===== config.mk =====
export PLATFORM = sky130hd
export DESIGN_NAME = mem_arbiter_flat
export DESIGN_NICKNAME = d
export VERILOG_FILES = /design/src/rtl/cpu_mem_pkg.sv /design/src/rtl/mem_arbiter_if.sv /design/src/rtl/mem_arbiter.sv /design/src/flat_wrapper.sv
export SDC_FILE = /design/constraint.sdc
export NUM_CORES = 1
export LEC_CHECK = 0
export ABC_AREA = 0
export CAP_MARGIN = 20
export CORE_MARGIN = 4
export CORE_UTILIZATION = 35
export CTS_BUF_LIST = sky130_fd_sc_hd__clkbuf_8
export DETAILED_ROUTE_END_ITERATION = 10
export GPL_ROUTABILITY_DRIVEN = 0
export HOLD_SLACK_MARGIN = 0.06
export PLACE_DENSITY = 0.78
export SLEW_MARGIN = 20
export SYNTH_ARGS = -nofsm -noshare
export SYNTH_HDL_FRONTEND = slang
export SYNTH_SLANG_ARGS = --single-unit

===== constraint.sdc =====
create_clock -name clk -period 1.7 [get_ports clk]
set_clock_uncertainty 0.2 [all_clocks]
set_input_delay 0.255 -clock clk [delete_from_list [all_inputs] [get_ports clk]]
set_output_delay 0.255 -clock clk [all_outputs]
set_load 0.05 [all_outputs]

===== src/rtl/cpu_mem_pkg.sv =====
// Shared types for the CPU memory arbiter: FSM states, transaction owner
// and the default bus widths.
package cpu_mem_pkg;

    localparam int MEM_ADDR_W = 32;
    localparam int MEM_DATA_W = 32;

    typedef enum logic [1:0] {
        IDLE      = 2'd0,
        ISSUE     = 2'd1,
        WAIT_RESP = 2'd2
    } arb_state_t;

    typedef enum logic {
        OWN_IF = 1'b0,
        OWN_D  = 1'b1
    } arb_owner_t;

endpackage


===== src/rtl/mem_arbiter_if.sv =====
// Bundle of the fetch, load/store and unified-memory signals around mem_arbiter.
// Handshake: a requester holds req and payload until it samples gnt high, and each
// accepted request returns exactly one rvalid (stores too) routed to its owner.
interface mem_arbiter_if #(
    parameter int ADDR_W = 32,
    parameter int DATA_W = 32
);
    logic                  if_req;
    logic [ADDR_W-1:0]     if_addr;
    logic                  if_gnt;
    logic                  if_rvalid;
    logic [DATA_W-1:0]     if_rdata;

    logic                  d_req;
    logic                  d_we;
    logic [ADDR_W-1:0]     d_addr;
    logic [DATA_W-1:0]     d_wdata;
    logic [DATA_W/8-1:0]   d_be;
    logic                  d_gnt;
    logic                  d_rvalid;
    logic [DATA_W-1:0]     d_rdata;

    logic                  mem_req;
    logic                  mem_we;
    logic [ADDR_W-1:0]     mem_addr;
    logic [DATA_W-1:0]     mem_wdata;
    logic [DATA_W/8-1:0]   mem_be;
    logic                  mem_gnt;
    logic                  mem_rvalid;
    logic [DATA_W-1:0]     mem_rdata;

    modport slave (
        input  if_req, if_addr,
        input  d_req, d_we, d_addr, d_wdata, d_be,
        input  mem_gnt, mem_rvalid, mem_rdata,
        output if_gnt, if_rvalid, if_rdata,
        output d_gnt, d_rvalid, d_rdata,
        output mem_req, mem_we, mem_addr, mem_wdata, mem_be
    );

    modport master (
        output if_req, if_addr,
        output d_req, d_we, d_addr, d_wdata, d_be,
        output mem_gnt, mem_rvalid, mem_rdata,
        input  if_gnt, if_rvalid, if_rdata,
        input  d_gnt, d_rvalid, d_rdata,
        input  mem_req, mem_we, mem_addr, mem_wdata, mem_be
    );

endinterface


===== src/rtl/mem_arbiter.sv =====
// Arbitrates instruction fetch and load/store onto one single-ported memory,
// data-first with a starvation limit for fetch, one transaction in flight.
module mem_arbiter
    import cpu_mem_pkg::*;
#(
    parameter int ADDR_W   = MEM_ADDR_W,
    parameter int DATA_W   = MEM_DATA_W,
    parameter int MAX_WAIT = 4
) (
    input  logic         clk,
    input  logic         reset,
    mem_arbiter_if.slave bus,
    output arb_state_t   o_state,
    output logic [3:0]   o_starve_cnt
);
    localparam int         BE_W       = DATA_W / 8;
    localparam logic [3:0] STARVE_MAX = 4'(MAX_WAIT);

    arb_state_t        r_state;
    arb_state_t        w_next_state;
    arb_owner_t        r_owner;
    arb_owner_t        w_winner;
    logic [ADDR_W-1:0] r_addr;
    logic              r_we;
    logic [DATA_W-1:0] r_wdata;
    logic [BE_W-1:0]   r_be;
    logic [3:0]        r_starve_cnt;
    logic              w_any_req;
    logic              w_arb;
    logic              w_issue;
    logic              w_own_if;
    logic              w_own_d;

    function automatic arb_owner_t arbitrate(input logic fetch_req,
                                             input logic data_req,
                                             input logic [3:0] starve);
        arb_owner_t win;
        win = OWN_D;
        if (fetch_req && (!data_req || starve == STARVE_MAX)) win = OWN_IF;
        return win;
    endfunction

    assign w_any_req = bus.if_req | bus.d_req;
    assign w_winner  = arbitrate(bus.if_req, bus.d_req, r_starve_cnt);

    // Arbitration happens either from IDLE or on the response cycle, so a
    // waiting requester is issued with no dead cycle in between.
    always_comb begin
        w_next_state = r_state;
        w_arb        = 1'b0;
        case (r_state)
            IDLE: begin
                if (w_any_req) begin
                    w_next_state = ISSUE;
                    w_arb        = 1'b1;
                end
            end
            ISSUE: begin
                if (bus.mem_gnt) w_next_state = WAIT_RESP;
            end
            WAIT_RESP: begin
                if (bus.mem_rvalid) begin
                    w_arb        = w_any_req;
                    w_next_state = w_any_req ? ISSUE : IDLE;
                end
            end
            default: w_next_state = IDLE;
        endcase
    end

    always_ff @(posedge clk or negedge reset) begin
        if (!reset) r_state <= IDLE;
        else        r_state <= w_next_state;
    end

    always_ff @(posedge clk or negedge reset) begin
        if (!reset) begin
            r_owner      <= OWN_IF;
            r_addr       <= '0;
            r_we         <= 1'b0;
            r_wdata      <= '0;
            r_be         <= '0;
            r_starve_cnt <= 4'd0;
        end else if (w_arb) begin
            r_owner <= w_winner;
            if (w_winner == OWN_IF) begin
                r_addr       <= bus.if_addr;
                r_we         <= 1'b0;
                r_wdata      <= '0;
                r_be         <= '1;
                r_starve_cnt <= 4'd0;
            end else begin
                r_addr  <= bus.d_addr;
                r_we    <= bus.d_we;
                r_wdata <= bus.d_wdata;
                r_be    <= bus.d_be;
                // Fetch can only lose below the limit, so this never passes MAX_WAIT.
                if (bus.if_req) r_starve_cnt <= r_starve_cnt + 4'd1;
            end
        end
    end

    assign w_issue  = (r_state == ISSUE);
    assign w_own_if = (r_owner == OWN_IF);
    assign w_own_d  = (r_owner == OWN_D);

    assign bus.mem_req   = w_issue;
    assign bus.mem_we    = w_issue & r_we;
    assign bus.mem_addr  = w_issue ? r_addr  : '0;
    assign bus.mem_wdata = w_issue ? r_wdata : '0;
    assign bus.mem_be    = w_issue ? r_be    : '0;

    assign bus.if_gnt    = w_issue & bus.mem_gnt & w_own_if;
    assign bus.d_gnt     = w_issue & bus.mem_gnt & w_own_d;
    assign bus.if_rvalid = (r_state == WAIT_RESP) & bus.mem_rvalid & w_own_if;
    assign bus.d_rvalid  = (r_state == WAIT_RESP) & bus.mem_rvalid & w_own_d;
    assign bus.if_rdata  = w_own_if ? bus.mem_rdata : '0;
    assign bus.d_rdata   = w_own_d  ? bus.mem_rdata : '0;

    assign o_state      = r_state;
    assign o_starve_cnt = r_starve_cnt;

endmodule


===== src/flat_wrapper.sv =====
// flat-port wrapper written by rule: the top's interface ports become plain ports
module mem_arbiter_flat import cpu_mem_pkg::*;
#(
    parameter int ADDR_W   = MEM_ADDR_W,
    parameter int DATA_W   = MEM_DATA_W,
    parameter int MAX_WAIT = 4
)
  (clk, reset, o_state, o_starve_cnt, bus_if_req, bus_if_addr, bus_d_req, bus_d_we, bus_d_addr, bus_d_wdata, bus_d_be, bus_mem_gnt, bus_mem_rvalid, bus_mem_rdata, bus_if_gnt, bus_if_rvalid, bus_if_rdata, bus_d_gnt, bus_d_rvalid, bus_d_rdata, bus_mem_req, bus_mem_we, bus_mem_addr, bus_mem_wdata, bus_mem_be);
  mem_arbiter_if #(.ADDR_W(ADDR_W), .DATA_W(DATA_W)) bus_i ();
  input  logic clk;
  input  logic reset;
  output arb_state_t o_state;
  output logic [3:0] o_starve_cnt;
  input wire logic [$bits(bus_i.if_req)-1:0] bus_if_req;
  input wire logic [$bits(bus_i.if_addr)-1:0] bus_if_addr;
  input wire logic [$bits(bus_i.d_req)-1:0] bus_d_req;
  input wire logic [$bits(bus_i.d_we)-1:0] bus_d_we;
  input wire logic [$bits(bus_i.d_addr)-1:0] bus_d_addr;
  input wire logic [$bits(bus_i.d_wdata)-1:0] bus_d_wdata;
  input wire logic [$bits(bus_i.d_be)-1:0] bus_d_be;
  input wire logic [$bits(bus_i.mem_gnt)-1:0] bus_mem_gnt;
  input wire logic [$bits(bus_i.mem_rvalid)-1:0] bus_mem_rvalid;
  input wire logic [$bits(bus_i.mem_rdata)-1:0] bus_mem_rdata;
  output wire logic [$bits(bus_i.if_gnt)-1:0] bus_if_gnt;
  output wire logic [$bits(bus_i.if_rvalid)-1:0] bus_if_rvalid;
  output wire logic [$bits(bus_i.if_rdata)-1:0] bus_if_rdata;
  output wire logic [$bits(bus_i.d_gnt)-1:0] bus_d_gnt;
  output wire logic [$bits(bus_i.d_rvalid)-1:0] bus_d_rvalid;
  output wire logic [$bits(bus_i.d_rdata)-1:0] bus_d_rdata;
  output wire logic [$bits(bus_i.mem_req)-1:0] bus_mem_req;
  output wire logic [$bits(bus_i.mem_we)-1:0] bus_mem_we;
  output wire logic [$bits(bus_i.mem_addr)-1:0] bus_mem_addr;
  output wire logic [$bits(bus_i.mem_wdata)-1:0] bus_mem_wdata;
  output wire logic [$bits(bus_i.mem_be)-1:0] bus_mem_be;
  assign bus_i.if_req = bus_if_req;
  assign bus_i.if_addr = bus_if_addr;
  assign bus_i.d_req = bus_d_req;
  assign bus_i.d_we = bus_d_we;
  assign bus_i.d_addr = bus_d_addr;
  assign bus_i.d_wdata = bus_d_wdata;
  assign bus_i.d_be = bus_d_be;
  assign bus_i.mem_gnt = bus_mem_gnt;
  assign bus_i.mem_rvalid = bus_mem_rvalid;
  assign bus_i.mem_rdata = bus_mem_rdata;
  assign bus_if_gnt = bus_i.if_gnt;
  assign bus_if_rvalid = bus_i.if_rvalid;
  assign bus_if_rdata = bus_i.if_rdata;
  assign bus_d_gnt = bus_i.d_gnt;
  assign bus_d_rvalid = bus_i.d_rvalid;
  assign bus_d_rdata = bus_i.d_rdata;
  assign bus_mem_req = bus_i.mem_req;
  assign bus_mem_we = bus_i.mem_we;
  assign bus_mem_addr = bus_i.mem_addr;
  assign bus_mem_wdata = bus_i.mem_wdata;
  assign bus_mem_be = bus_i.mem_be;
  mem_arbiter #(.ADDR_W(ADDR_W), .DATA_W(DATA_W), .MAX_WAIT(MAX_WAIT)) u_core (.clk(clk), .reset(reset), .bus(bus_i), .o_state(o_state), .o_starve_cnt(o_starve_cnt));
endmodule

; Word level (Yosys, flattened, before mapping)
; Cells that the tools add are included.
[classes]
reduce_logical = 7
n_mul = 0
div_mod_pow = 0
n_eq_ne = 6
n_addsub = 1
n_mux = 20
bitwise_logic = 9
n_lt_le_gt_ge = 0
n_shift = 0
[ops]
columns = cell, n
row1 = 2-to-1 mux 32 bit, 6
row2 = 2-to-1 mux 4 bit, 4
row3 = AND 1 bit, 7
row4 = 2-to-1 mux 2 bit, 3
row5 = case mux 2 bit (3 select lines), 1
row6 = 2-to-1 mux 1 bit, 5
row7 = "adder 4 x 1 -> 4 bit, second input constant", 1
row8 = "equality test 4 x 3 -> 1 bit, second input constant", 1
row9 = "inequality test 2 bit, second input constant", 2
row10 = AND reduction 3 bit, 1
row11 = "equality test 2 x 1 -> 1 bit, second input constant", 1
row12 = "equality test 2 bit, second input constant", 1
row13 = logical NOT 2 bit, 1
row14 = "inequality test 2 x 1 -> 1 bit, second input constant", 1
row15 = case mux 1 bit (2 select lines), 1
row16 = AND reduction 2 bit, 1
row17 = nonzero test 2 bit, 1
row18 = logical AND 1 bit, 1
row19 = logical NOT 1 bit, 1
row20 = logical OR 1 bit, 1
row21 = inverter 1 bit, 1
row22 = OR 1 bit, 1
[word_totals]
latch_bits = 0
ramBits = 0
inputBits = 139
regBits = 76
word_cells = 50
mem_count = 0
out_inout_bits = 144
mem_bits_ro = 0

; Longest topological paths before layout
; Gate-level depths: netlist of the first run.
[depth]
depth_word = 5
ltp_mapped = 8
mapped_depth_nobuf = 5

; Least setup slack after synthesis of the first run
; Ideal clock, no wire load.
[synth_timing]
path_kind = flip-flop to output port
from = register u_core.r_state[0] (netlist: u_core.o_state[0])
to = output bus_if_gnt
setup_slack_ps = -1301
stages_incl_launch_ff = 6
path_buffers = 2
t_arrival_ps = 2546
required_time_ps = 1245
path_cell_list = dfrtp_1 -> nor2b_1 -> clkbuf_1 -> clkbuf_1 -> nand2_1 -> nor2_1
[synth_between]
elab_chain_len = 3
[synth_rtl]
columns = element, line_no
row1 = "start, declared", mem_arbiter.sv:19  ; arb_state_t r_state;
row2 = "start signal, assigned", mem_arbiter.sv:73  ; else r_state <= w_next_state;
row3 = equality test 2 x 1 -> 1 bit, mem_arbiter.sv:103  ; assign w_issue = (r_state == ISSUE);
row4 = via bus_mem_req, flat_wrapper.sv:30  ; output wire logic [$bits(bus_i.mem_req)-1:0] bus_mem_req;
row5 = AND 1 bit (2 in series), mem_arbiter.sv:113  ; assign bus.if_gnt = w_issue & bus.mem_gnt & w_own_if;
row6 = "end, declared", flat_wrapper.sv:24  ; output wire logic [$bits(bus_i.if_gnt)-1:0] bus_if_gnt;
; The timed path passes the listed nets, and every way through them passes these cells.

; Worst setup path in the final report of the first run
[layout_timing]
from = register u_core.r_state[1] (netlist: u_core.o_state[1])
to = output bus_mem_wdata[21]
[layout_between]
elab_chain_len = 2
[layout_rtl]
columns = element, line_no
row1 = equality test 2 x 1 -> 1 bit, mem_arbiter.sv:103
row2 = 2-to-1 mux 32 bit, mem_arbiter.sv:110  ; assign bus.mem_wdata = w_issue ? r_wdata : '0;
row3 = "end, declared", flat_wrapper.sv:33  ; output wire logic [$bits(bus_i.mem_wdata)-1:0] bus_mem_wdata;
; No other way between the ends.

==> summary.md, run 1 <==
| Metric | Value |
|---|---|
| Latest clock arrival within the worst-skew pair | 0.36 ns |
| Fin crit share | 123% |
| Warnings, synthesis | 0 |
| HP Class | input pin to async pin |
| Final Instance Area | 11,700 um2 |
| Mapped Nets | 660 |
| Fmax | 0.476 GHz |
| Cell Count, Final, Fillers Out | 1,038 |
| Layout area overhead | 141% |
| Most common cell after layout, fill and taps aside | buf_12 |
| Final Hold Viols | 0 |
| Largest net degree at the start of global routing | 37 |
| Worst slew margin | 64.2% |
| # IOs | 283 |
| Maximum vdd drop | 1.44 mV |
| Overflow left after global routing | 0 |
| CTS tree | done |
| Core Util, Final | 87.0% |
| Worst EP arrival | approximately 1.6 ns |
| Crit Path Max Fanout | 21 |
| Yosys cell types | 34 |
| Max Cap Viol | 0 |
| Routed via count | a little over 6k |
| Post-route ant nets | 0 |
| Via/cell ratio | 6.00 |
| PwrDens | 2130 nW/um2 |
| Mapped Cells | approximately 520 |
| Setup Viol. Count Final | between 200 and 250 |
| Wire per inst | 28.2 um |
| Die H | approximately 130 um |
| DP HPWL | 15,300 um |
| Final Critical Period | 2.10 ns |
| WP data required | 1.24 ns |
| Sink Count | 76 |
| Clock Tree Root | clkbuf_8 |
| Setup CP Type | flop to primary output |
| First-pass DRT Iterations | 5 |
| Initial antenna violation count | 0 |
| Die W | 126 um |
| Power consumption | 0.0250 W |
| RSZ-0062 raised after global routing | yes |
| Level count of the clock H-tree | 3 |
| Clock Pin Slew Worst Setup and Hold Paths | 0.09 ns |
| EDFF count, synth | 0 |
| IO Port Bufs | between 200 and 300 |
| Main synth FF type | dfrtp_1 |
| Routed wire length | 29,300 um |
| Final net count | 998 |
| Failing checks | negative setup slack |
| Leak | 5.11 nW |
| Slew at the pin with the worst max-slew slack | approximately 0.53 ns |
| Most frequent cells in the layout | buf_12, clkdlybuf4s50_1, and2_4, dfrtp_1, a31oi_1 |
| Remaining DRCs | 0 |
| Status | complete, but fails checks |
| Synth Register Bits | 76 |
| Post-DP Area | roughly 9800 um2 |
| Crit start category | flop |
| Synthesized cell area | just under 5000 um2 |
| Fin. max-slew vios | 0 |
| CORE AREA | 13,500 um2 |
| First-pass GRT wire length | between 30,000 and 40,000 um |
| N_diodes | 0 |
| Sequential element share of the synthesized area | 39.1% |
| DIE AREA | 15,900 um2 |
| Drt first-iter violations | between 500 and 600 |
| Max Root-Sink Buffers | 2 |
| Share of layout cells above drive strength 1 | 57.5% |
| Num CTS Buffers | 9 |
| Synth async-reset ratio | 100% |
| Final worst setup slack | -0.399 ns |
| CP endpoint kind | primary output |
| Total track usage | 31.9% |
| Row cnt | 42 |
| Avg Cell Area, Syn | 9.38 um2 |
| Placed Cells | 963 |
| Vias in the first global route | 6,476 |
| Initial cell density of the core | between 30% and 40% |
final timing paths:
kind,startpoint,depth (start not counted),slack (ns),to
max,u_core.o_state[1],5,-0.40,bus_mem_wdata[21]
min,reset,2,0.22,u_core.r_be[3]
max reg2reg,u_core.o_starve_cnt[1],8,-0.28,u_core.r_wdata[19]
min reg2reg,u_core.r_wdata[4],1,0.32,u_core.r_wdata[4]
max in group asynchronous,reset,3,0.55,u_core.r_addr[14]
min in group clk,bus_d_addr[2],3,0.28,u_core.r_addr[2]
kinds of logic (layout without fill, tap and decap cells):
logic type / Yosys count / count (layout) / share of synthesized area, %
compound gates: 115 / 115 / 15.8
buf+inv: 70 / 413 / 6.84
simple gates: 222 / 222 / 27.5
fa+ha+maj: 2 / 2 / 0.514
flops: 76 / 76 / 39.1
mux: 34 / 34 / 10.2
through the flow:
stage	hold WS, ns	setup WS, ns	setup TNS [ns]
2_1_floorplan	-0.241	-0.194	-20.07
3_3_place_gp	0.0311	-0.359	-22.73
3_5_place_dp	0.0333	-0.432	-27.61
4_1_cts	0.221	-0.312	-37.94
5_1_grt	0.257	-0.439	-58.95
6_report	0.223	-0.399	-51.38
flip-flops by register name, indices dropped and copies added, names as in the netlist:
name,cells
u_core.r_owner,1
u_core.o_starve_cnt,4
u_core.r_we,1
u_core.r_addr,32
u_core.r_be,4
u_core.r_wdata,32
u_core.o_state,2
layout make-up:
| cell class | instances | area [um2] |
|---|---|---|
| Timing Repair Buffer | 388 | 5870 |
| Multi-Input combinational cell | 373 | 3480 |
| Sequential cell | 76 | 1910 |
| Fill cell | 529 | 1740 |
| Tap cell | 176 | 220 |
| Clock buffer | 11 | 151 |
| Clock inverter | 5 | 51.3 |
| Inverter | 9 | 33.8 |
timing repair:
item | CTS | global route
resized for setup | 152 | 56
buffers inserted | 28 | 7
gates cloned | 19 | 11
hold endpoints to repair | 76 | 0
pin swaps | 21 | 41
endpoints found under the setup margin | 204 | 215
hold buffers | 1 | 0
worst max-delay path, stage by stage, from the launching register on:
cell	delay (ns)
dfrtp_2	0.43
nor2b_4	0.19
buf_4	0.16
buf_12	0.16
and2_2	0.20
buf_12	0.14
cells in the mapped netlist, types with 3 or more instances:
cell type  instances  area [um2]
and2_1           101         632
dfrtp_1           76        1900
a31oi_1           74         463
clkbuf_1          47         176
nor2b_1           35         219
and3_1            34         213
nand3_1           33         165
o211ai_1          32         240
mux2_4            30         450
inv_1              9        33.8
buf_6              8        90.1
buf_2              4        20.0
mux2_2             4        45.0
nand2_1            4        15.0
nand2b_1           3        18.8
nor2_1             3        11.3
o21ai_0            3        15.0
where the power goes:
| group | leakage, nW | total, W | internal [W] | switching, W |
|---|---|---|---|---|
| clock | 0.107 | 0.00149 | 0.000750 | 0.000740 |
| combinational | 4.12 | 0.0201 | 0.0102 | 0.00990 |
| sequential | 0.885 | 0.00341 | 0.00270 | 0.000711 |
metal layers:
layer	vias up	global-route usage, %	share of wire, %
met4	0	11.9	5.3
met5	-	0	0
met1	3052	36.8	35
li1	2545	-	-
met3	125	7.37	9.1
met2	502	57.6	51
No activity file was read; power rests on OpenSTA's default activity.
==> inputs of run 2 (changes only) <==
--- a/config.mk
+++ b/config.mk
@@ -8,3 +8,2 @@
 export ABC_AREA = 0
-export CAP_MARGIN = 20
 export CORE_MARGIN = 4
==> constraint.sdc (replaced) <==
create_clock -name clk -period 1.7 [get_ports clk]
set_clock_uncertainty 0.2 [all_clocks]
set_input_delay 0.34 -clock clk [delete_from_list [all_inputs] [get_ports clk]]
set_output_delay 0.34 -clock clk [all_outputs]
set_load 0.05 [all_outputs]
==> run 2 against run 1 <==
The flow still finishes with violations (negative setup slack). Setup slack worse by 0.14 ns. Maximum frequency shrank 6.3%. Cell area up 5.5%. Clock power is 3% higher. Clock-buffer cell count shrank 1. Critical path type unchanged. Largest power group unchanged.
==> summary.md, run 2 (same netlist as run 1, synthesis figures left out) <==
| Metric | Value |
|---|---|
| Drt first-iter violations | 644 (+11%) |
| Core Util, Final | 91.9% (+4.8 points) |
| Worst r2r path cells | 8 (unchanged) |
| Worst EP arrival | 1.70 ns (+0.06 ns) |
| Largest net degree at the start of global routing | 37 (unchanged) |
| Most common cell after layout, fill and taps aside | buf_12 |
| Setup Viol. Count Final | 218 (+2.3%) |
| Max Root-Sink Buffers | 2 (unchanged) |
| First-pass DRT Iterations | 5 (unchanged) |
| Crit Path Max Fanout | 12 (-43%) |
| CORE AREA | 13,500 um2 (unchanged) |
| Overflow left after global routing | 0 (unchanged) |
| Fin crit share | 132% (+8.3 points) |
| Level count of the clock H-tree | 3 (unchanged) |
| Maximum vdd drop | 1.35 mV (-6.4%) |
| CP max stage delay | 0.45 ns (+0.02 ns) |
| Share of layout cells above drive strength 1 | 63.0% (+5.5 points) |
| Setup CP Type | flop to primary output |
| RR Startpoint | u_core.o_starve_cnt[0] |
| Fmax | 0.446 GHz (-6.3%) |
| Sink Count | 76 (unchanged) |
| WP data required | 1.16 ns (-0.08 ns) |
| Clock Tree Root | clkbuf_8 |
| Vias in the first global route | 6,725 (+3.8%) |
| IO Port Bufs | 282 (unchanged) |
| Worst reg2reg setup slack | -0.42 ns (-0.14 ns) |
| Clock Pin Slew Worst Setup and Hold Paths | 0.10 ns (about the same) |
| CP endpoint kind | primary output |
| Routed via count | 6,635 (+6.6%) |
| Remaining DRCs | 0 (unchanged) |
| Leak | 5.40 nW (+5.6%) |
| PwrDens | 2130 nW/um2 (-0.19%) |
| Fin. max-slew vios | 0 (unchanged) |
| Wire per inst | 32.1 um (+14%) |
| Setup TNS | -84.71 ns (-33.33 ns) |
| RSZ-0062 raised after global routing | yes |
| Max Cap Viol | 0 (unchanged) |
| Post-route ant nets | 0 (unchanged) |
| Most frequent cells in the layout | buf_12, clkdlybuf4s50_1, and2_4, dfrtp_1, a31oi_1 |
| Latest clock arrival within the worst-skew pair | 0.37 ns (about the same) |
| Tightest hold margin | 0.255 ns (+0.0318 ns) |
| Slew at the pin with the worst max-slew slack | 0.473 ns (-0.0591 ns) |
| DIE AREA | 15,900 um2 (unchanged) |
| Via/cell ratio | 6.25 (+4.3%) |
| Layout area overhead | 154% |
| Final Critical Period | 2.24 ns (+0.141 ns) |
| Slowest CP cell | dfrtp_2 |
| HP Class | input pin to async pin |
| Initial antenna violation count | 1 (+1) |
| Status | complete, but fails checks |
| Final net count | 1,020 (+2.2%) |
| Failing checks | negative setup slack |
| Power consumption | 0.0263 W (+5.3%) |
| CTS tree | done |
| Final Hold Viols | 0 (unchanged) |
| Regs by FF count | u_core.r_addr x32, u_core.r_wdata x32 |
| DP HPWL | 15,900 um (+4.0%) |
| Fillers | 382 (-28%) |
| Reg-to-reg endpoint | u_core.r_wdata[4] |
| Pre-CTS setup slack | -0.494 ns (-0.0620 ns) |
| # IOs | 283 (unchanged) |
| Die W | 126 um (unchanged) |
| Worst slew margin | 68.5% (+4.3 points) |
| Routed wire length | 34,100 um (+16%) |
| Row cnt | 42 (unchanged) |
| First-pass GRT wire length | 40,800 um (+2.2%) |
| Final worst setup slack | -0.541 ns (-0.141 ns) |
| Crit start category | flop |
| Num CTS Buffers | 9 (unchanged) |
| Total track usage | 33.0% (+1.0 points) |
| Initial cell density of the core | 36.2% (unchanged) |
| CP cell instances | nor2b_4 -> buf_6 -> buf_16 -> and2_4 -> buf_12 |
| Die H | 126 um (unchanged) |
## run 2: changes by cell type in the layout (fill, tap and decap cells not counted), moves of 10 or more
cell / change
buf_6: +11
and2_4: +10
nand3_1: -29
and2_2: -10
nand3_2: +29
## run 2: layout make-up
cell class / count / area (um2) / area share, %
Timing Repair Buffer: 410 / 6270 / 50.8
Tap cell: 176 / 220 / 1.78
Sequential cell: 76 / 1910 / 15.4
Clock inverter: 6 / 70.1 / 0.567
Clock buffer: 10 / 138 / 1.11
Antenna cell: 1 / 2.50 / 0.0203
Inverter: 9 / 33.8 / 0.273
Multi-Input combinational cell: 373 / 3710 / 30.0
## run 2: timing repair
item,CTS,global route
setup buffers,25,28
gates cloned,22,17
setup endpoints to repair,205,214
pin swaps,33,35
resized for setup,186,87
endpoints found under the hold margin,54,0
hold buffers,1,0
## run 2: power breakdown
part | leakage [nW] | internal, W | switching [W]
clock | 0.0955 | 0.000729 | 0.000802
sequential | 0.885 | 0.00270 | 0.000839
combinational | 4.42 | 0.0107 | 0.0105
total | 5.40 | 0.0142 | 0.0121
## run 2: worst max-delay path by stage
stage,cells after the start,end,startpoint
floorplan,4,bus_mem_addr[0],u_core.o_state[0]
global placement,5,u_core.r_wdata[10],bus_if_req
detailed placement,5,u_core.o_starve_cnt[3],bus_if_req
CTS,5,bus_mem_be[3],u_core.o_state[1]
global route,5,bus_mem_wdata[16],u_core.o_state[1]
finish,5,bus_mem_wdata[26],u_core.o_state[1]
## run 2: worst max-delay path, delay by kind of cell, from the launching register on
| family | cells | cell delay [ns] |
|---|---|---|
| buffers and inverters | 3 | 0.49 |
| and+or+nand+nor | 2 | 0.39 |
| DFF | 1 | 0.45 |
## run 2: per-layer routing
metal	share of wire [%]	GRT usage (%)
met5	0	0
met4	8.5	17.1
met3	8.6	5.80
met2	50	61.8
met1	33	35.0
## run 2: per-stage QoR
step | instances | cell area, um2
after floorplan | 519 | 5420
after global placement | 961 | 10000
after detailed placement | 961 | 10000
after CTS | 1024 | 11600
after global routing | 1061 | 12400
final | 1061 | 12400
